`src/rtl/bus_cpu_seq.sv`:
```
// bus_cpu_seq: parametrised multicycle processor built around one shared internal bus.
//
// Every cycle at most one source drives the bus. The source is chosen by the registered
// one-hot tri_en vector. Instructions are fetched through a valid/ready handshake and then
// run through one to three execute states.
//
// Ports
//   clk          rising-edge clock
//   rst          asynchronous reset, active-high
//   instr_valid  instruction word on instr is valid
//   instr_ready  sequencer accepts an instruction (FETCH only, low while in reset)
//   instr        {op[2:0], rx, ry, imm[W-1:0]}
//   pc           program counter
//   bus          shared bus value, 0 when undriven
//   tri_en       bus source: [NREG-1:0]=Rn, [NREG]=imm, [NREG+1]=G
//   done         pulses high in the last execute cycle of each instruction
//   zero         zero flag from the most recent ALU op
//   dbg_sel      debug register select
//   dbg_data     Rn[dbg_sel], combinational
module bus_cpu_seq #(
  parameter int unsigned W    = 8,
  parameter int unsigned NREG = 4,
  parameter int unsigned PC_W = 8,
  localparam int unsigned RIDX = $clog2(NREG),
  localparam int unsigned IW   = 3 + 2 * RIDX + W
) (
  input  logic            clk,
  input  logic            rst,
  input  logic            instr_valid,
  output logic            instr_ready,
  input  logic [IW-1:0]   instr,
  output logic [PC_W-1:0] pc,
  output logic [W-1:0]    bus,
  output logic [NREG+1:0] tri_en,
  output logic            done,
  output logic            zero,
  input  logic [RIDX-1:0] dbg_sel,
  output logic [W-1:0]    dbg_data
);

  typedef enum logic [1:0] {StFetch, StT1, StT2, StT3} state_e;

  typedef enum logic [2:0] {
    OpLoad = 3'b000,
    OpMv   = 3'b001,
    OpAdd  = 3'b010,
    OpSub  = 3'b011,
    OpAnd  = 3'b100,
    OpXor  = 3'b101,
    OpBz   = 3'b110,
    OpJmp  = 3'b111
  } op_e;

  localparam logic [NREG+1:0] TeOne = {{(NREG + 1){1'b0}}, 1'b1};
  localparam logic [NREG+1:0] SelImm = TeOne << NREG;
  localparam logic [NREG+1:0] SelG   = TeOne << (NREG + 1);

  state_e          state_q, state_d;
  logic [IW-1:0]   ir_q, ir_d;
  logic [PC_W-1:0] pc_q, pc_d;
  logic [W-1:0]    a_q, a_d;
  logic [W-1:0]    g_q, g_d;
  logic            zero_q, zero_d;
  logic [W-1:0]    regs_q [NREG];
  logic [W-1:0]    regs_d [NREG];
  logic [NREG+1:0] tri_en_q, tri_en_d;
  logic            done_q, done_d;

  // Fields of the incoming word (used only to pick the first bus source).
  op_e             in_op;
  logic [RIDX-1:0] in_rx, in_ry;
  assign in_op = op_e'(instr[IW-1 -: 3]);
  assign in_rx = instr[W+2*RIDX-1 -: RIDX];
  assign in_ry = instr[W+RIDX-1 -: RIDX];

  // Fields of the latched instruction.
  op_e             ir_op;
  logic [RIDX-1:0] ir_rx, ir_ry;
  logic [W-1:0]    ir_imm;
  assign ir_op  = op_e'(ir_q[IW-1 -: 3]);
  assign ir_rx  = ir_q[W+2*RIDX-1 -: RIDX];
  assign ir_ry  = ir_q[W+RIDX-1 -: RIDX];
  assign ir_imm = ir_q[W-1:0];

  // Branch offset is sign-extended and jump target zero-padded when PC is wider than imm.
  logic [PC_W-1:0] br_off, jmp_tgt, pc_inc;
  if (PC_W > W) begin : g_pc_wide
    assign br_off  = {{(PC_W - W){ir_imm[W-1]}}, ir_imm};
    assign jmp_tgt = {{(PC_W - W){1'b0}}, ir_imm};
  end else begin : g_pc_narrow
    assign br_off  = ir_imm[PC_W-1:0];
    assign jmp_tgt = ir_imm[PC_W-1:0];
  end
  assign pc_inc = pc_q + {{(PC_W - 1){1'b0}}, 1'b1};

  // Bus is an OR of gated sources; tri_en_q is one-hot or zero, so at most one term is live.
  always_comb begin
    bus = '0;
    for (int i = 0; i < NREG; i++) begin
      if (tri_en_q[i]) bus = bus | regs_q[i];
    end
    if (tri_en_q[NREG])   bus = bus | ir_imm;
    if (tri_en_q[NREG+1]) bus = bus | g_q;
  end

  logic [W-1:0] alu_res;
  always_comb begin
    case (ir_op)
      OpAdd:   alu_res = a_q + bus;
      OpSub:   alu_res = a_q - bus;
      OpAnd:   alu_res = a_q & bus;
      OpXor:   alu_res = a_q ^ bus;
      default: alu_res = '0;
    endcase
  end

  // Next state. tri_en and done are computed one cycle ahead so that they come
  // straight from flops in the cycle they apply to.
  always_comb begin
    state_d  = state_q;
    ir_d     = ir_q;
    pc_d     = pc_q;
    a_d      = a_q;
    g_d      = g_q;
    zero_d   = zero_q;
    regs_d   = regs_q;
    tri_en_d = '0;
    done_d   = 1'b0;

    unique case (state_q)
      StFetch: begin
        if (instr_valid) begin
          ir_d    = instr;
          state_d = StT1;
          unique case (in_op)
            OpLoad: begin
              tri_en_d = SelImm;
              done_d   = 1'b1;
            end
            OpMv: begin
              tri_en_d = TeOne << in_ry;
              done_d   = 1'b1;
            end
            OpBz, OpJmp: done_d = 1'b1;
            default:     tri_en_d = TeOne << in_rx;
          endcase
        end
      end
      StT1: begin
        unique case (ir_op)
          OpLoad, OpMv: begin
            regs_d[ir_rx] = bus;
            pc_d          = pc_inc;
            state_d       = StFetch;
          end
          OpBz: begin
            pc_d    = zero_q ? pc_q + br_off : pc_inc;
            state_d = StFetch;
          end
          OpJmp: begin
            pc_d    = jmp_tgt;
            state_d = StFetch;
          end
          default: begin
            a_d      = bus;
            tri_en_d = TeOne << ir_ry;
            state_d  = StT2;
          end
        endcase
      end
      StT2: begin
        g_d      = alu_res;
        tri_en_d = SelG;
        done_d   = 1'b1;
        state_d  = StT3;
      end
      StT3: begin
        regs_d[ir_rx] = bus;
        zero_d        = (g_q == '0);
        pc_d          = pc_inc;
        state_d       = StFetch;
      end
      default: state_d = StFetch;
    endcase
  end

  always_ff @(posedge clk or posedge rst) begin
    if (rst) begin
      state_q  <= StFetch;
      ir_q     <= '0;
      pc_q     <= '0;
      a_q      <= '0;
      g_q      <= '0;
      zero_q   <= 1'b0;
      regs_q   <= '{default: '0};
      tri_en_q <= '0;
      done_q   <= 1'b0;
    end else begin
      state_q  <= state_d;
      ir_q     <= ir_d;
      pc_q     <= pc_d;
      a_q      <= a_d;
      g_q      <= g_d;
      zero_q   <= zero_d;
      regs_q   <= regs_d;
      tri_en_q <= tri_en_d;
      done_q   <= done_d;
    end
  end

  assign instr_ready = (state_q == StFetch) && !rst;
  assign pc          = pc_q;
  assign tri_en      = tri_en_q;
  assign done        = done_q;
  assign zero        = zero_q;
  assign dbg_data    = regs_q[dbg_sel];

endmodule

```
`config.mk`:
```
export PLATFORM = sky130hd
export DESIGN_NAME = bus_cpu_seq
export DESIGN_NICKNAME = d
export VERILOG_FILES = /design/src/rtl/bus_cpu_seq.sv
export SDC_FILE = /design/constraint.sdc
export NUM_CORES = 1
export LEC_CHECK = 0
export BUFFER_PORTS_ARGS = -buffer_cell sky130_fd_sc_hd__buf_2
export CELL_PAD_IN_SITES_DETAIL_PLACEMENT = 2
export CELL_PAD_IN_SITES_GLOBAL_PLACEMENT = 2
export CORE_ASPECT_RATIO = 0.9
export CORE_MARGIN = 4
export CORE_UTILIZATION = 37
export CTS_CLUSTER_SIZE = 28
export DETAILED_ROUTE_END_ITERATION = 8
export PLACE_DENSITY_LB_ADDON = 0.1
export SLEW_MARGIN = 20
export SYNTH_ARGS = -nofsm -noshare
export SYNTH_HDL_FRONTEND = slang
export SYNTH_SLANG_ARGS = --single-unit
```
`constraint.sdc`:
```
create_clock -name clk -period 3.2 [get_ports clk]
set_clock_uncertainty 0.05 [all_clocks]
set_input_delay 0.48 -clock clk [delete_from_list [all_inputs] [get_ports clk]]
set_output_delay 0.48 -clock clk [all_outputs]
set_load 0.005 [all_outputs]
```
---- Word level (Yosys, flattened, before mapping) ----
Index checks and enable logic that the tools add are counted.
word-level totals
  register bits ........................... 81
  bits in latches ......................... 0
  memory bits (writable) .................. 0
  ROM bits ................................ 0
  output and inout port bits .............. 33
  memories kept ........................... 0
operators by class
  add/sub/neg operators ................... 4
  $mul .................................... 0
  div/mod/pow operators ................... 0
  magnitude comparators ................... 3
  equal/unequal tests ..................... 16
  shift operators ......................... 3
  muxes and demuxes ....................... 28
  bitwise operators ....................... 10
  reductions and logical operators ........ 16
operators by type and width
  kind                 number
  $mux 8               10
  $pmux 32 s2          1
  $or 8x8->8           5
  $pmux 6 s3           2
  $bwmux 32            1
  $mux 32              1
  $pmux 8 s4           1
  $pmux 8 s3           1
  $eq 3x3->1 const B   6
  $shl 1x2->6 const A  3
  $add 8x8->8          2
  $bmux 8 s2           1
  $demux 8 s2          1
  $pmux 8 s2           1
  $mux 6               2
  $add 8x1->8 const B  1
  $and 8x8->8          1
  $logic_not 8->1      1
  $pmux 2 s4           1
  $reduce_and 2->1     4
  $reduce_or 4->1      2
  $sub 8x8->8          1
  $xor 8x8->8          1
  $eq 3x1->1 const B   2
  other kinds (18)     28

---- Depth between registers and ports, before layout ----
Gate-level depths: netlist (run 1).
  word-level depth ........................ 14
  gate-level depth with buffers ........... 16

---- Least setup slack after synthesis (run 1) ----
OpenSTA, ideal clock, no wires.
  path kind ............................... register to register
  from .................................... register tri_en_q[3] (netlist: tri_en[3])
  to ...................................... register g_q[6]
  setup time .............................. 0.121 ns
  data arrival time ....................... 2.764 ns
  data required time ...................... 3.029 ns
  slack ................................... 0.265 ns
  stages on the path, launching flop included .. 16
  cell sequence ........................... dfrtp_1 clkbuf_1 a22oi_1 and3_1 buf_2 ha_1 nand2_1 o21ai_0 fa_1 nor2b_1 o21ai_0 a21boi_0 o21a_1 o21a_1 nor3_1 o22a_1
between the ends
  longest elaborated chain between the ends .. 7
  elaborated cells between the ends (all ways) .. 10
  classes of those cells .................. add/sub (2); mux (4); bitwise (4)
ends and longest elaborated chain
  item                                       line  text
  start: declaration                         66    logic [NREG+1:0] tri_en_q, tri_en_d;
  start signal: assignment                   206   tri_en_q <= tri_en_d;
  $mux 8 *                                   100   if (tri_en_q[i]) bus = bus | regs_q[i];
  $or 8x8->8                                 102   if (tri_en_q[NREG]) bus = bus | ir_imm;
  $mux 8 *                                   102
  $or 8x8->8                                 103   if (tri_en_q[NREG+1]) bus = bus | g_q;
  $mux 8 *                                   103
  $sub 8x8->8, or another cell as far along  110   OpSub: alu_res = a_q - bus;
  $pmux 8 s4 *                               108   case (ir_op)
  end signal: assignment                     203   g_q <= g_d;
  end: declaration                           62    logic [W-1:0] g_q, g_d;
Mark *: on every way between the ends. The rest lies on a longest branch, timed or not.
A chain may end at the register's enable or synchronous reset.

---- Worst setup path in the final report (run 1) ----
  from .................................... register tri_en_q[5] (netlist: tri_en[5])
  to ...................................... register g_q[7]
between the ends
  longest elaborated chain between the ends .. 3
  elaborated cells between the ends (all ways) .. 6
  classes of those cells .................. add/sub (2); mux (2); bitwise (2)
ends and longest elaborated chain
  item                                       line
  $mux 8 *                                   103
  $sub 8x8->8, or another cell as far along  110
  $pmux 8 s4 *                               108
Marks and branches as above.

==> results of run 1 <==
-- layout make-up --
class	instances	area (um^2)	share of cell area [%]
multi-input cells	375	2660	46.3
flip-flops and latches	81	2030	35.4
repair buffers	74	438	7.62
clock buffers	10	239	4.16
well taps	164	205	3.57
inverters	23	92.6	1.61
clock inverters	5	80.1	1.39
-- repair_timing --
item	CTS	global route
endpoints found under the hold margin	0	0
buffers inserted	0	5
setup endpoints to repair	1	2
resized for setup	1	13
-- worst min path at each step --
stage	endpoint	slack, ns
floorplan	regs_q[16]	0.42
global placement	regs_q[20]	0.46
detailed placement	regs_q[20]	0.47
CTS	tri_en[2]	0.24
global route	ir_q[1]	0.28
finish	ir_q[2]	0.22
-- routing by layer --
| layer | up-vias | part of all wire [%] | global-route usage (%) |
|---|---|---|---|
| met4 | 0 | 1.6 | 5.91 |
| met5 | - | 0 | 0 |
| li1 | 1941 | - | - |
| met2 | 91 | 48 | 37.1 |
| met1 | 2147 | 45 | 32.6 |
| met3 | 18 | 5.5 | 5.59 |
-- kinds of logic after synthesis --
family,synth area share (%)
AND/OR/NAND/NOR,13.5
adder cells (fa/ha/maj),6.93
buffers and inverters,5.25
flip-flops,41.3
multiplexers,9.40
AO/OA/AOI/OAI,19.5
XOR/XNOR,4.10
-- critical path: cells and delay by family, from the launching register on --
| family | cells | cell delay [ns] |
|---|---|---|
| buffers and inverters | 2 | 0.22 |
| DFF | 1 | 0.46 |
| and+or+nand+nor | 3 | 0.55 |
| xor gates and xnor gates | 2 | 0.24 |
| AOI/OAI and AO/OA | 6 | 1.04 |
| adders and majority gates | 1 | 0.35 |
-- power groups by stage --
stage | logic (mW) | registers (mW) | clock network (mW)
CTS | 3.78 | 2.11 | 1.16
global route | 4.29 | 2.18 | 1.20
detailed placement | 3.71 | 2.11 | 0
finish | 3.86 | 2.11 | 1.13
global placement | 3.51 | 2.09 | 0
floorplan | 2.74 | 1.80 | 0
-- placed cells by master, fill, tap and decap left out, types with 6 or more instances in the layout --
master     Yosys  layout
mux4_2         8       8
a22oi_1       24      23
nor3_1         8       8
o21a_1         7       7
nand2_1       55      55
xor2_1         6       6
mux2_2        17      17
nand3_1        7       7
buf_2          7      52
xnor2_1       17      17
inv_1         18      17
dfrtp_1       81      77
buf_4          1      21
o21ai_0       50      48
clkbuf_16      0       9
a21oi_1       33      32
mux2i_1        9       9
ha_1          24      24
nor2_1        35      35
-- flip-flops by register name, indices dropped and copies added (netlist names), 6 cells and up, named ones only --
signal,flops
pc,8
regs_q,32
a_q,8
tri_en,6
ir_q,15
g_q,8
-- through the flow --
step | area [um^2] | utilization, %
floorplan | 4910 | -
global placement | 5360 | 41.8
detailed placement | 5360 | 41.8
CTS | 5680 | 44.3
global route | 5750 | 44.8
finish | 5750 | 44.8
==> flow_summary.toml, run 1 <==
[outcome]
status = "complete, no violations"

[power]
seqPwrFrac_pct = 29.8
vdd_ir_drop_max_uv = 551
power_density_nw_per_um2 = 1240
pwr-share-comb_pct = 54.3
p_int_mw = 3.86
p_clk_share_pct = 15.9
switchingPower_mw = 3.24
leakagePower_nw = 2.55
power_mw = 7.10
netSwitchingFraction_pct = 45.6

[global_routing]
grt_max_degree = 42
grt_pass1_vias = 4612
grt_overflow = 0
grt_usage_pct = 23.5
grt_pass1_wl_um = 27400
antenna_found_initial = 0

[final_layout]
stdcell_count = 732
area_delta_synth_final_pct = 17.0
fin_nets = 610
drive_gt1_share_pct = 24.8
n_fill_cell = 1399
n_antenna_cell = 0

[synthesis]
synth_flop_cell = "dfrtp_1"
ys_top_cells_by_area = "dfrtp_1, ha_1, o21ai_0, nand2_1, mux2_2"
async_flop_share_pct = 100
synth_top_cell_by_area = "dfrtp_1"
yosys-top-cells-count = "dfrtp_1, nand2_1, o21ai_0"
synth_area_per_cell_um2 = 9.59
yosysSeqAreaShare_pct = 41.3
syn-num-nets = 558
synth_edf_count = 0
mappedNetlistArea_um2 = 4910
ys_warn_count = 0
yosysTopAreaCellShare_pct = 41.3
synth-seq-cells = 81
syn_inst = 512
synth.distinct_cells = 60
yosysMostFrequentCell = "dfrtp_1"

[placed_design]
place_ws_ns = 0.103
gp_congestion = 0.867
dp.cells = 712
port_buffers = 52
detailed_place_hpwl_um = 12900

[worst_setup_path]
worst-setup-path-type = "flop to flop"
crit_start = "tri_en[5]"
endpoint_kind = "flop"
worstPathMaxFanout = 6
worstPathRequired_ns = 3.41
worstPathCellList = "a22oi_1 -> and3_4 -> buf_4 -> inv_2 -> nor2_2 -> a21oi_1 -> xnor2_1 -> ha_1 -> o2111ai_1 -> nand4b_1 -> a21o_1 -> a21oi_2 -> xnor2_1 -> o31ai_2"
r2r_end = "g_q[7]"
start_kind = "flop"
critPathSlowestCell = "dfrtp_2"
critPathMostFrequentCell = "xnor2_1"
worstSetupEndpoint = "g_q[7]"
cp_slowest_stage_delay_ns = 0.46
arrival_ns = 3.21
r2r_setup_slack_ns = 0.19
r2r-start = "tri_en[5]"
reg2reg_depth = 14

[timing]
max_freq_ghz = 0.333
setup_viol = 0
rsz0062_at_grt = "false"
period_share_pct = 93.9
worst-slew-pin-transition_ns = 0.807
fin_hold_ws_ns = 0.218
min_period_ns = 3.01
relSlewSlack_pct = 46.2
hold_viol = 0
drv_slew = 0
setup_slack_ns = 0.195
tns_ns = 0

[floorplan]
fp.dieH_um = 117
dieArea_um2 = 15200
start_util_pct = 38.3
rows = 39
coreArea_um2 = 12800
ios = 53
die_x_um = 129

[cts]
cts.reportedPaths.clkPinSlew_ns = 0.06
hold_buffers = 0
cts_root_buffer = "clkbuf_16"
clock_latency_ns = 0.35
h-tree-depth = 3
clock-sinks = 81
cts_tree = "built"
clockBufferDepth = 2
cts_buffers = 9

[routing]
routed_via_density = 5.73
ant_nets = 0
first_iter_violations = 238
vias = 4197
firstDrtPassIters = 5
drc_errors = 0
wl_per_cell_um = 23.6
drt_wl_total_um = 17300

[job]
drv_cap = 0

[hold_path]
hold_path_class = "input port to async pin"
No activity file was read; power rests on OpenSTA's default activity.
==> run 2, diff against run 1 <==
- CORE_UTILIZATION: 37 -> 40
- clock period: 3.2 -> 3.65 ns (I/O delays scaled with it)
==> flow_summary.toml, run 2 (synthesis results as in run 1) <==
[floorplan]
rows = 38
dieArea_um2 = 14100
ios = 53
coreArea_um2 = 12000
start_util_pct = 40.8
fp.dieH_um = 113
die_x_um = 125

[timing]
setup_viol = 0
tns_ns = 0
rsz0062_at_grt = "false"
relSlewSlack_pct = 31.1
drv_slew = 0
max_freq_ghz = 0.301
min_period_ns = 3.33
period_share_pct = 91.2
hold_viol = 0
worst-slew-pin-transition_ns = 1.03

[global_routing]
grt_pass1_wl_um = 27000
antenna_found_initial = 0
grt_usage_pct = 24.6
grt_overflow = 0
grt_pass1_vias = 4580
grt_max_degree = 44

[worst_setup_path]
r2r_end = "g_q[6]"
worst-setup-path-type = "flop to flop"
reg2reg_depth = 13
endpoint_kind = "flop"
arrival_ns = 3.57
r2r_setup_slack_ns = 0.32
r2r-start = "tri_en[5]"
worstPathMaxFanout = 9
start_kind = "flop"
worstPathCellList = "a22oi_1 -> and3_2 -> ha_1 -> nand2_1 -> o21ai_0 -> fa_1 -> nor2b_1 -> o21ai_0 -> a21boi_0 -> o21a_1 -> nor3_1 -> nor3_1 -> o22a_1"
critPathSlowestCell = "dfrtp_1"
cp_slowest_stage_delay_ns = 0.50
worstPathRequired_ns = 3.89

[final_layout]
final_area_um2 = 5570
largest_reg_flops = 32
n_antenna_cell = 0
layout_commonest_cell = "dfrtp_1"
largestRegisters = "regs_q (32), ir_q (15)"
drive_gt1_share_pct = 21.2
fin_nets = 594
mostFrequentLayoutCells = "dfrtp_1, nand2_1, buf_2, o21ai_0, nor2_1"
top_register = "regs_q"
area_delta_synth_final_pct = 13.4

[cts]
cts_buffers = 9
cts_root_buffer = "clkbuf_16"
clock-sinks = 81
cts_tree = "built"
cts_setup_buffers = 0
cts.reportedPaths.clkPinSlew_ns = 0.06
clockBufferDepth = 2
hold_buffers = 0
clock_latency_ns = 0.35
h-tree-depth = 3
cts.repair.resized = 0

[outcome]
status = "complete, no violations"

[routing]
wl_per_cell_um = 23.2
ant_nets = 0
drc_errors = 0
first_iter_violations = 265
routed_via_density = 5.80
vias = 4132
drt_wl_total_um = 16600
firstDrtPassIters = 4

[placed_design]
place_area_um2 = 5280
gp_congestion = 0.800
detailed_place_hpwl_um = 12500
port_buffers = 52

[job]
drv_cap = 0

[hold_path]
hold_path_class = "input port to async pin"

[power]
leakagePower_nw = 2.45
power_density_nw_per_um2 = 1060
vdd_ir_drop_max_uv = 668
## run 2: per-stage QoR
step                      utilization, %  std cells  hold slack (ns)  power [mW]  worst slack, ns
after floorplan                        -        512            0.416        3.98            0.715
after global placement              43.9        697            0.442        4.81            0.509
after detailed placement            43.9        697            0.464        5.00            0.300
after CTS                           46.3        713            0.286        5.95            0.261
after global routing                46.3        713            0.322        6.42           0.0219
final                               46.3        713            0.262        5.90            0.322
## run 2: routing by layer
layer  routed length, um  GRT usage, %  share of wire [%]
met1                7700          33.6                 46
met2                7810          39.7                 47
met3                 817          6.65                4.9
met4                 238          5.42                1.4
met5                   0             0                  0
## run 2: layout make-up
type / count / area (um^2)
clock inverter: 5 / 40.0
inverter: 23 / 92.6
timing repair buffer: 58 / 318
tap: 160 / 200
multi-input combinational: 375 / 2640
fill: 1291 / 6460
clock buffer: 11 / 253
sequential: 81 / 2030
## run 2: where the power goes
group | leakage, nW | switching, mW | internal [mW]
registers | 1.03 | 0.569 | 1.28
logic | 1.29 | 1.77 | 1.39
clock network | 0.134 | 0.396 | 0.500
## run 2: how the worst max path moves through the flow
stage	from	end	slack, ns	cells after the start
5_1_grt	tri_en[5]	g_q[6]	0.02	13
6_report	tri_en[5]	g_q[6]	0.32	13
2_1_floorplan	tri_en[3]	g_q[6]	0.71	15
3_5_place_dp	tri_en[5]	g_q[6]	0.30	13
4_1_cts	tri_en[5]	g_q[6]	0.26	13
3_3_place_gp	tri_en[0]	g_q[6]	0.51	13
## run 2: critical path: cells and delay by family (launching register included)
| kind | cells | cell delay (ns) |
|---|---|---|
| AND/OR/NAND/NOR | 5 | 0.76 |
| adder cells (fa/ha/maj) | 2 | 0.72 |
| flip-flops | 1 | 0.50 |
| AO/OA/AOI/OAI | 6 | 1.23 |
==> run 3, diff against run 2 <==
- MAX_ROUTING_LAYER: default -> met4
==> flow_summary.toml, run 3 (synthesis results as in run 1) <==
[cts]
h-tree-depth = 3
hold_buffers = 0
clock-sinks = 81
cts_buffers = 9
clockBufferDepth = 2
cts.repair.resized = 0
clock_latency_ns = 0.35
cts.reportedPaths.clkPinSlew_ns = 0.06
cts_tree = "built"
cts_setup_buffers = 0
cts_root_buffer = "clkbuf_16"

[final_layout]
top_register = "regs_q"
fin_nets = 595
mostFrequentLayoutCells = "dfrtp_1, nand2_1, buf_2, o21ai_0, nor2_1"
largestRegisters = "regs_q (32), ir_q (15)"
layout_commonest_cell = "dfrtp_1"
n_fill_cell = 1297
area_delta_synth_final_pct = 14.3
stdcell_count = 714
largest_reg_flops = 32
n_antenna_cell = 0
drive_gt1_share_pct = 21.1

[worst_setup_path]
worstPathMaxFanout = 9
start_kind = "flop"
worst-setup-path-type = "flop to flop"
arrival_ns = 3.57
endpoint_kind = "flop"
worstPathRequired_ns = 3.89

[timing]
min_period_ns = 3.33
setup_viol = 0
hold_viol = 0
setup_slack_ns = 0.319
tns_ns = 0
period_share_pct = 91.3
fin_hold_ws_ns = 0.248
drv_slew = 0
worst-slew-pin-transition_ns = 1.14
relSlewSlack_pct = 23.8
rsz0062_at_grt = "false"
max_freq_ghz = 0.300

[global_routing]
grt_pass1_vias = 4724
grt_overflow = 0
grt_max_degree = 44
grt_pass1_wl_um = 26900
grt_usage_pct = 25.2
antenna_found_initial = 0

[floorplan]
ios = 53
coreArea_um2 = 12000
dieArea_um2 = 14100
fp.dieH_um = 113
start_util_pct = 40.8
rows = 38
die_x_um = 125

[routing]
drc_errors = 0
wl_per_cell_um = 23.0
drt_wl_total_um = 16400
vias = 4189
ant_nets = 0
routed_via_density = 5.87
firstDrtPassIters = 4
first_iter_violations = 257

[placed_design]
dp.cells = 698
port_buffers = 52
place_ws_ns = 0.345
detailed_place_hpwl_um = 12200
gp_congestion = 0.827

[power]
seqPwrFrac_pct = 30.3
power_density_nw_per_um2 = 1080
p_int_mw = 3.31
switchingPower_mw = 2.73
pwr-share-comb_pct = 52.8
power_mw = 6.04
p_clk_share_pct = 16.9
vdd_ir_drop_max_uv = 510
leakagePower_nw = 2.49
netSwitchingFraction_pct = 45.2

[job]
drv_cap = 0

[hold_path]
hold_path_class = "input port to async pin"

[outcome]
status = "complete, no violations"
run 3: changes by cell type in the layout (fill, tap and decap cells not counted), sizes merged:
cell and change:
bufinv +2, clkinvlp -2, buf +1
run 3: cell type report:
cell class	instances	area (um^2)	area share (%)
Clock buffer	11	253	4.50
Clock inverter	5	77.6	1.38
Inverter	23	92.6	1.65
Multi-Input combinational cell	375	2640	47.0
Sequential cell	81	2030	36.1
Tap cell	160	200	3.57
Timing Repair Buffer	59	325	5.79
run 3: per-layer routing:
layer | part of all wire (%) | GRT usage, %
met5 | 0 | -
met1 | 45 | 32.8
met2 | 48 | 40.4
met3 | 5.6 | 5.95
met4 | 1.2 | 6.00
run 3: per-stage QoR:
| stage | utilization, % | instance area [um^2] |
|---|---|---|
| after floorplan | - | 4910 |
| after global placement | 43.9 | 5280 |
| after detailed placement | 43.9 | 5280 |
| after CTS | 46.7 | 5610 |
| after global routing | 46.7 | 5610 |
| final | 46.7 | 5610 |
run 3: path summary, 6_finish.rpt:
path / to / startpoint / slack, ns / cells past startpoint
max: g_q[6] / tri_en[5] / 0.32 / 13
max in group asynchronous: regs_q[10] / rst / 2.61 / 3
min reg2reg: regs_q[16] / regs_q[16] / 0.47 / 2
min in group clk: ir_q[4] / instr[4] / 0.38 / 2
min: ir_q[0] / rst / 0.25 / 2
max reg2reg: g_q[6] / tri_en[5] / 0.32 / 13
run 3: critical path, cell delays in order, from the launching register on:
cell,delay [ns]
dfrtp_1,0.50
a22oi_1,0.26
and3_2,0.31
ha_1,0.26
nand2_1,0.07
o21ai_0,0.17
fa_1,0.48
nor2b_1,0.15
o21ai_0,0.11
a21boi_0,0.31
o21a_1,0.19
nor3_1,0.05
nor3_1,0.20
o22a_1,0.16
run 3: power by group through the flow:
| stage | clock (mW) | sequential, mW | combinational (mW) |
|---|---|---|---|
| finish | 1.02 | 1.83 | 3.19 |
| global route | 1.08 | 1.90 | 3.57 |
| CTS | 1.04 | 1.83 | 3.22 |
| detailed placement | 0 | 1.84 | 3.16 |
| global placement | 0 | 1.81 | 3.02 |
| floorplan | 0 | 1.58 | 2.40 |
